<file path="config.mk">
export PLATFORM = sky130hd
export DESIGN_NAME = led_char_decoder_flat
export DESIGN_NICKNAME = d
export VERILOG_FILES = /design/src/rtl/led_pkg.sv /design/src/rtl/led_char_decoder_if.sv /design/src/rtl/led_char_decoder.sv /design/src/flat_wrapper.sv
export SDC_FILE = /design/constraint.sdc
export NUM_CORES = 1
export LEC_CHECK = 0
export CAP_MARGIN = 15
export CORE_AREA = 2 2 39 41
export CTS_CLUSTER_DIAMETER = 60
export CTS_CLUSTER_SIZE = 8
export DETAILED_ROUTE_END_ITERATION = 10
export DIE_AREA = 0 0 41 43
export PLACE_DENSITY_LB_ADDON = 0.05
export SYNTH_ARGS = -nofsm -noshare
export SYNTH_HDL_FRONTEND = slang
export SYNTH_SLANG_ARGS = --single-unit
</file>
<file path="constraint.sdc">
create_clock -name clk -period 1.5 [get_ports clk]
set_clock_uncertainty 0.05 [all_clocks]
set_input_delay 0.3 -clock clk [delete_from_list [all_inputs] [get_ports clk]]
set_output_delay 0.3 -clock clk [all_outputs]
set_load 0.02 [all_outputs]
</file>
<file path="src/rtl/led_pkg.sv">
// Shared seven-segment constants and the character lookup table.
// Patterns are active-low, bit order abcdefg (bit 6 = a, bit 0 = g).
package led_pkg;

   localparam int unsigned SEG_A_IDX = 6;
   localparam int unsigned SEG_B_IDX = 5;
   localparam int unsigned SEG_C_IDX = 4;
   localparam int unsigned SEG_D_IDX = 3;
   localparam int unsigned SEG_E_IDX = 2;
   localparam int unsigned SEG_F_IDX = 1;
   localparam int unsigned SEG_G_IDX = 0;

   localparam logic [3:0] CHAR_BLANK = 4'hF;
   localparam logic [6:0] SEG_BLANK  = 7'b1111111;

   localparam logic [6:0] SEG_0 = 7'b0000001;
   localparam logic [6:0] SEG_1 = 7'b1001111;
   localparam logic [6:0] SEG_2 = 7'b0010010;
   localparam logic [6:0] SEG_3 = 7'b0000110;
   localparam logic [6:0] SEG_4 = 7'b1001100;
   localparam logic [6:0] SEG_5 = 7'b0100100;
   localparam logic [6:0] SEG_6 = 7'b0100000;
   localparam logic [6:0] SEG_7 = 7'b0001111;
   localparam logic [6:0] SEG_8 = 7'b0000000;
   localparam logic [6:0] SEG_9 = 7'b0000100;
   localparam logic [6:0] SEG_A = 7'b0001000;
   localparam logic [6:0] SEG_B = 7'b1100000;
   localparam logic [6:0] SEG_C = 7'b0110001;
   localparam logic [6:0] SEG_D = 7'b1000010;
   localparam logic [6:0] SEG_E = 7'b0110000;

   // Unknown code bits match no item and fall to the blank default.
   function automatic logic [6:0] seg_lookup(logic [3:0] code);
      logic [6:0] seg;
      seg = SEG_BLANK;
      case (code)
         4'h0:       seg = SEG_0;
         4'h1:       seg = SEG_1;
         4'h2:       seg = SEG_2;
         4'h3:       seg = SEG_3;
         4'h4:       seg = SEG_4;
         4'h5:       seg = SEG_5;
         4'h6:       seg = SEG_6;
         4'h7:       seg = SEG_7;
         4'h8:       seg = SEG_8;
         4'h9:       seg = SEG_9;
         4'hA:       seg = SEG_A;
         4'hB:       seg = SEG_B;
         4'hC:       seg = SEG_C;
         4'hD:       seg = SEG_D;
         4'hE:       seg = SEG_E;
         CHAR_BLANK: seg = SEG_BLANK;
         default:    seg = SEG_BLANK;
      endcase
      return seg;
   endfunction

endpackage

</file>
<file path="src/rtl/led_char_decoder_if.sv">
// Character-in / segments-out bundle between the display driver and the decoder.
interface led_char_decoder_if;

   logic [3:0] char;
   logic [6:0] LED;

   modport master (output char, input LED);
   modport slave  (input char, output LED);

endinterface

</file>
<file path="src/rtl/led_char_decoder.sv">
// Registered 4-bit character to seven-segment decoder; one clock of latency.
module led_char_decoder
   import led_pkg::*;
#(
   parameter bit SEG_ACTIVE_LOW = 1'b1
) (
   input  logic         clk,
   input  logic         reset,
   led_char_decoder_if.slave bus
);

   // Polarity flip applies to every entry, the reset value included.
   localparam logic [6:0] SEG_MASK = SEG_ACTIVE_LOW ? 7'b0000000 : 7'b1111111;

   logic [6:0] led_d;
   logic [6:0] led_q;

   always_comb begin
      led_d = seg_lookup(bus.char) ^ SEG_MASK;
   end

   always_ff @(posedge clk or negedge reset) begin
      if (!reset) begin
         led_q <= SEG_BLANK ^ SEG_MASK;
      end else begin
         led_q <= led_d;
      end
   end

   assign bus.LED = led_q;

endmodule

</file>
<file path="src/flat_wrapper.sv">
// flat-port wrapper written by rule: the top's interface ports become plain ports
module led_char_decoder_flat import led_pkg::*;
#(
   parameter bit SEG_ACTIVE_LOW = 1'b1
)
  (clk, reset, bus_char, bus_LED);
  led_char_decoder_if bus_i ();
  input  logic clk;
  input  logic reset;
  input wire logic [$bits(bus_i.char)-1:0] bus_char;
  output wire logic [$bits(bus_i.LED)-1:0] bus_LED;
  assign bus_i.char = bus_char;
  assign bus_LED = bus_i.LED;
  led_char_decoder #(.SEG_ACTIVE_LOW(SEG_ACTIVE_LOW)) u_core (.clk(clk), .reset(reset), .bus(bus_i));
endmodule
</file>
==> results of run 1 <==
[final cells by class]
type / instances / area [um2] / area share
clock buffer: 4 / 26.3 / 0.0408
sequential: 7 / 184 / 0.285
inverter: 4 / 15.0 / 0.0233
tap: 16 / 20.0 / 0.0311
multi-input combinational: 22 / 230 / 0.357
timing repair buffer: 20 / 169 / 0.262
[cell families after synthesis]
logic type      share of synthesized area
fa+ha+maj                           0.166
flops                               0.407
mux                                 0.224
compound gates                     0.0554
simple gates                       0.0637
buf+inv                            0.0831
[worst max-delay path by stage]
| stage | start | end | slack (ns) |
|---|---|---|---|
| finish | u_core.bus.LED[0]$_DFF_PN1_ | bus_LED[0] | 0.08 |
| global route | u_core.bus.LED[6]$_DFF_PN1_ | bus_LED[6] | 0.04 |
| CTS | u_core.bus.LED[0]$_DFF_PN1_ | bus_LED[0] | 0.06 |
| detailed placement | bus_char[0] | u_core.bus.LED[3]$_DFF_PN1_ | -0.33 |
| global placement | bus_char[0] | u_core.bus.LED[3]$_DFF_PN1_ | -0.26 |
| floorplan | bus_char[0] | u_core.bus.LED[3]$_DFF_PN1_ | 0.25 |
[through the flow]
| step | utilization | total power, mW | setup WS (ns) |
|---|---|---|---|
| finish | 0.466 | 0.528 | 0.0791 |
| global route | 0.466 | 0.562 | 0.0374 |
| CTS | 0.466 | 0.542 | 0.0600 |
| detailed placement | 0.455 | 0.384 | -0.330 |
| global placement | 0.455 | 0.379 | -0.257 |
| floorplan | - | 0.306 | 0.253 |
[where the power goes]
group / switching, mW / total, mW / leakage, nW / internal, mW
sequential: 0.00316 / 0.223 / 0.0733 / 0.219
combinational: 0.0718 / 0.142 / 0.227 / 0.0700
clock: 0.0624 / 0.163 / 0.0150 / 0.101
total: 0.137 / 0.528 / 0.316 / 0.390
[what timing repair did]
action | CTS | global route
hold buffers | 0 | 0
gates resized for setup | 11 | 0
buffers inserted | 0 | 0
endpoints found under the setup margin | 9 | 0
[layer usage]
layer,up-vias,GRT usage,share of wire
met2,12,0.222,0.61
met1,155,0.127,0.32
li1,169,-,-
met3,0,0.0157,0.067
met4,0,0.100,0
met5,-,0,0
[cells in the final DEF (no fill, tap or decap)]
master,n
dfstp_2,7
clkdlybuf4s50_1,3
inv_1,2
clkbuf_1,1
ha_1,6
buf_4,8
nor2_1,4
a32o_1,1
a21oi_1,2
nand3b_1,1
mux2i_1,3
clkbuf_4,3
nand2b_1,1
inv_2,2
mux4_2,2
mux4_1,1
o21ai_0,1
dlygate4sd2_1,9
==> impl_metrics.ini, run 1 <==
[clock_tree]
clockBufferDepth = 2
cts-buffers-inserted = 3
cts_sinks = 7
htreeDepth = 1
cts_tree = yes
path_clk_slew_ns = 0.05
cts_root_buffer = clkbuf_4

[critical_path]
crit_path_top_delay_cell = dfstp_2
crit_type = register to primary output
path_buf_inv = 1
slowest_delay_ns = 0.51
end_kind = primary output
cp-start-kind = register
critPathTopFamily = flip-flops
arrival_ns = 1.07
crit_path_cell_trace = dlygate4sd2_1
worstPathMaxFanout = 1
cp.required_ns = 1.15
cp.depth = 1

[layout]
drive_gt1_frac = 0.386
fillerInstances = 136
nets = 70
final_area_um2 = 644
fin_cells = 73
diodes = 0
largest_reg_flops = 7
layout-area-overhead-vs-synth_pct = 42.7

[grt]
grt_pass1_wl_um = 1460
antenna_found_initial = 0
gr-total-overflow = 0
grt_pass1_vias = 343
groute.usage.overall = 0.129
grt_max_degree = 10

[sta]
fin_crit_ns = 1.42
fin_setup_tns_ns = 0
whs_ns = 0.502
fmaxAchievable_ghz = 0.704
slew_headroom = 0.810
worstMarginPinSlew_ns = 0.284
drv_slew = 0
hold_viol_final = 0
rsz0062_at_grt = false
fin_crit_sh = 0.947
setup_viol = 0

[route]
dr_total_vias = 336
drtIter0Drc = 1
drtPass1Iterations = 2
drt_drc_violations_left = 0
vias_per_cell = 4.60
drt_wl_total_um = 849
ant_nets = 0
wl_per_cell_um = 11.6

[placed_design]
gp_congestion = 0.751
dpl_cell_area_um2 = 629
hpwlAfterDp_um = 748
io_buffer_count = 12
placed_cells = 69

[floorplanning]
die_h_um = 43
rows = 14
start_util = 0.326
core_um2 = 1380
die_w_um = 41
ios = 13
die_area_um2 = 1760

[yosys]
synth-warning-count = 0
syn_nets = 47
async_flop_share = 1.00
yosys_most_used_dff = dfstp_2
ys_top_cells_by_count = dfstp_2, ha_1, inv_1, nor2_1, mux2i_1
synth_most_common_cell = dfstp_2
seq_area_frac_synth = 0.407
synth_top_area_share = 0.407
syn_inst = 35
avgSynthCellArea_um2 = 12.9
synth_top_area_cell = dfstp_2
syn_area_um2 = 452
synth_edf_count = 0
synth_area_leaders = dfstp_2, ha_1, mux4_2, mux2i_1, mux4_1
synth.distinct_cells = 13
ys_seq_elements = 7

[run_status]
outcome = finished clean

[power_and_ir_drop]
ir_drop_mv = 0.247
p_leak_nw = 0.316
powerDensity_nw_per_um2 = 819

[hold_path]
hold_class = input pin to async pin

[job]
max-cap-violations = 0
Note: power is estimated with default switching activity, not from simulation.
==> run 2: changes to the inputs <==
--- a/config.mk
+++ b/config.mk
@@ -5,7 +5,6 @@
 export SDC_FILE = /design/constraint.sdc
 export NUM_CORES = 1
 export LEC_CHECK = 0
-export CAP_MARGIN = 15
 export CORE_AREA = 2 2 39 41
 export CTS_CLUSTER_DIAMETER = 60
 export CTS_CLUSTER_SIZE = 8
==> results of run 2 <==
The final DEF is identical to that of run 1; final timing and power are the same.
==> run 3: changes to the inputs <==
--- a/config.mk
+++ b/config.mk
@@ -11,6 +11,7 @@
 export DETAILED_ROUTE_END_ITERATION = 10
 export DIE_AREA = 0 0 41 43
 export PLACE_DENSITY_LB_ADDON = 0.05
+export SKIP_CTS_REPAIR_TIMING = 1
 export SYNTH_ARGS = -nofsm -noshare
 export SYNTH_HDL_FRONTEND = slang
 export SYNTH_SLANG_ARGS = --single-unit
==> impl_metrics.ini, run 3 (synthesis results as in run 1) <==
[run_status]
outcome = finished clean

[critical_path]
critPathTopFamily = flip-flops
path_buf_inv = 1
end_kind = primary output
cp.required_ns = 1.15
worstPathMaxFanout = 1
crit_path_top_delay_cell = dfstp_2
crit_type = register to primary output
crit_path_cell_trace = dlymetal6s2s_1
arrival_ns = 0.96
slowest_delay_ns = 0.51
cp-start-kind = register

[sta]
drv_slew = 0
setup_ws_ns = 0.187
fin_crit_ns = 1.31
worstMarginPinSlew_ns = 0.284
rsz0062_at_grt = false
fin_crit_sh = 0.875
fmaxAchievable_ghz = 0.762
setup_viol = 0
hold_viol_final = 0
slew_headroom = 0.810

[placed_design]
dp_slack_ns = -0.330
io_buffer_count = 12
hpwlAfterDp_um = 748
gp_congestion = 0.751

[grt]
grt_max_degree = 10
grt_pass1_vias = 343
antenna_found_initial = 0
grt_pass1_wl_um = 1450
gr-total-overflow = 0
groute.usage.overall = 0.128

[clock_tree]
cts-buffers-inserted = 3
cts_tree = yes
htreeDepth = 1
cts_sinks = 7
cts_root_buffer = clkbuf_4
path_clk_slew_ns = 0.05
clockBufferDepth = 2

[job]
max-cap-violations = 0

[power_and_ir_drop]
powerDensity_nw_per_um2 = 794
p_leak_nw = 0.397
ir_drop_mv = 0.245

[route]
drt_wl_total_um = 875
drtPass1Iterations = 2
ant_nets = 0
wl_met1_um = 277
top_layer_used = met3
wl_per_cell_um = 12.0
dr_wl_met2_um = 531
dr_total_vias = 340
drtIter0Drc = 1
drt_drc_violations_left = 0
vias_per_cell = 4.66
wl_met3_um = 66

[floorplanning]
die_area_um2 = 1760
die_h_um = 43
die_w_um = 41
core_um2 = 1380
rows = 14
ios = 13
start_util = 0.326

[hold_path]
hold_class = input pin to register
hp-start = bus_char[1]
hold_path_end = u_core.bus.LED[0]$_DFF_PN1_
hold_path_depth = 5

[layout]
diodes = 0
layout-area-overhead-vs-synth_pct = 50.1
largest_reg_flops = 7
drive_gt1_frac = 0.386
layout_common_cells = dlymetal6s2s_1, buf_4, dfstp_2, ha_1, nor2_1
multi_input_area_um2 = 230
final_common_cell = dlymetal6s2s_1
fillerInstances = 119
register_area_um2 = 184
nets = 70
fin_util = 0.490
run 3: how the worst max path moves through the flow:
stage	from	endpoint	slack, ns	depth (start not counted)
floorplan	bus_char[0]	u_core.bus.LED[3]$_DFF_PN1_	0.25	4
global placement	bus_char[0]	u_core.bus.LED[3]$_DFF_PN1_	-0.26	5
detailed placement	bus_char[0]	u_core.bus.LED[3]$_DFF_PN1_	-0.33	5
CTS	u_core.bus.LED[0]$_DFF_PN1_	bus_LED[0]	-0.21	1
global route	u_core.bus.LED[4]$_DFF_PN1_	bus_LED[4]	0.14	1
finish	u_core.bus.LED[0]$_DFF_PN1_	bus_LED[0]	0.19	1
run 3: cell type report:
| type | instances | area share |
|---|---|---|
| tap | 16 | 0.0295 |
| clock buffer | 4 | 0.0387 |
| inverter | 4 | 0.0221 |
| sequential | 7 | 0.271 |
| timing repair buffer | 20 | 0.299 |
| multi-input combinational | 22 | 0.339 |
run 3: metal layers:
metal,up-vias,track usage
met4,0,0.100
met3,0,0.0157
li1,169,-
met2,12,0.222
met5,-,0
met1,159,0.124
run 3: metrics by stage:
stage	std cells	total power [mW]	cell area (um2)	TNS, ns	hold WS, ns
after floorplan	35	0.306	452	0	0.102
after global placement	69	0.379	629	-1.15	0.756
after detailed placement	69	0.384	629	-1.48	0.778
after CTS	73	0.557	656	-1.54	0.519
after global routing	73	0.572	678	0	0.460
final	73	0.538	678	0	0.439
run 3: where the power goes:
part	internal [mW]	switching, mW
logic	0.0802	0.0723
clock network	0.101	0.0624
registers	0.219	0.00308
total	0.401	0.138
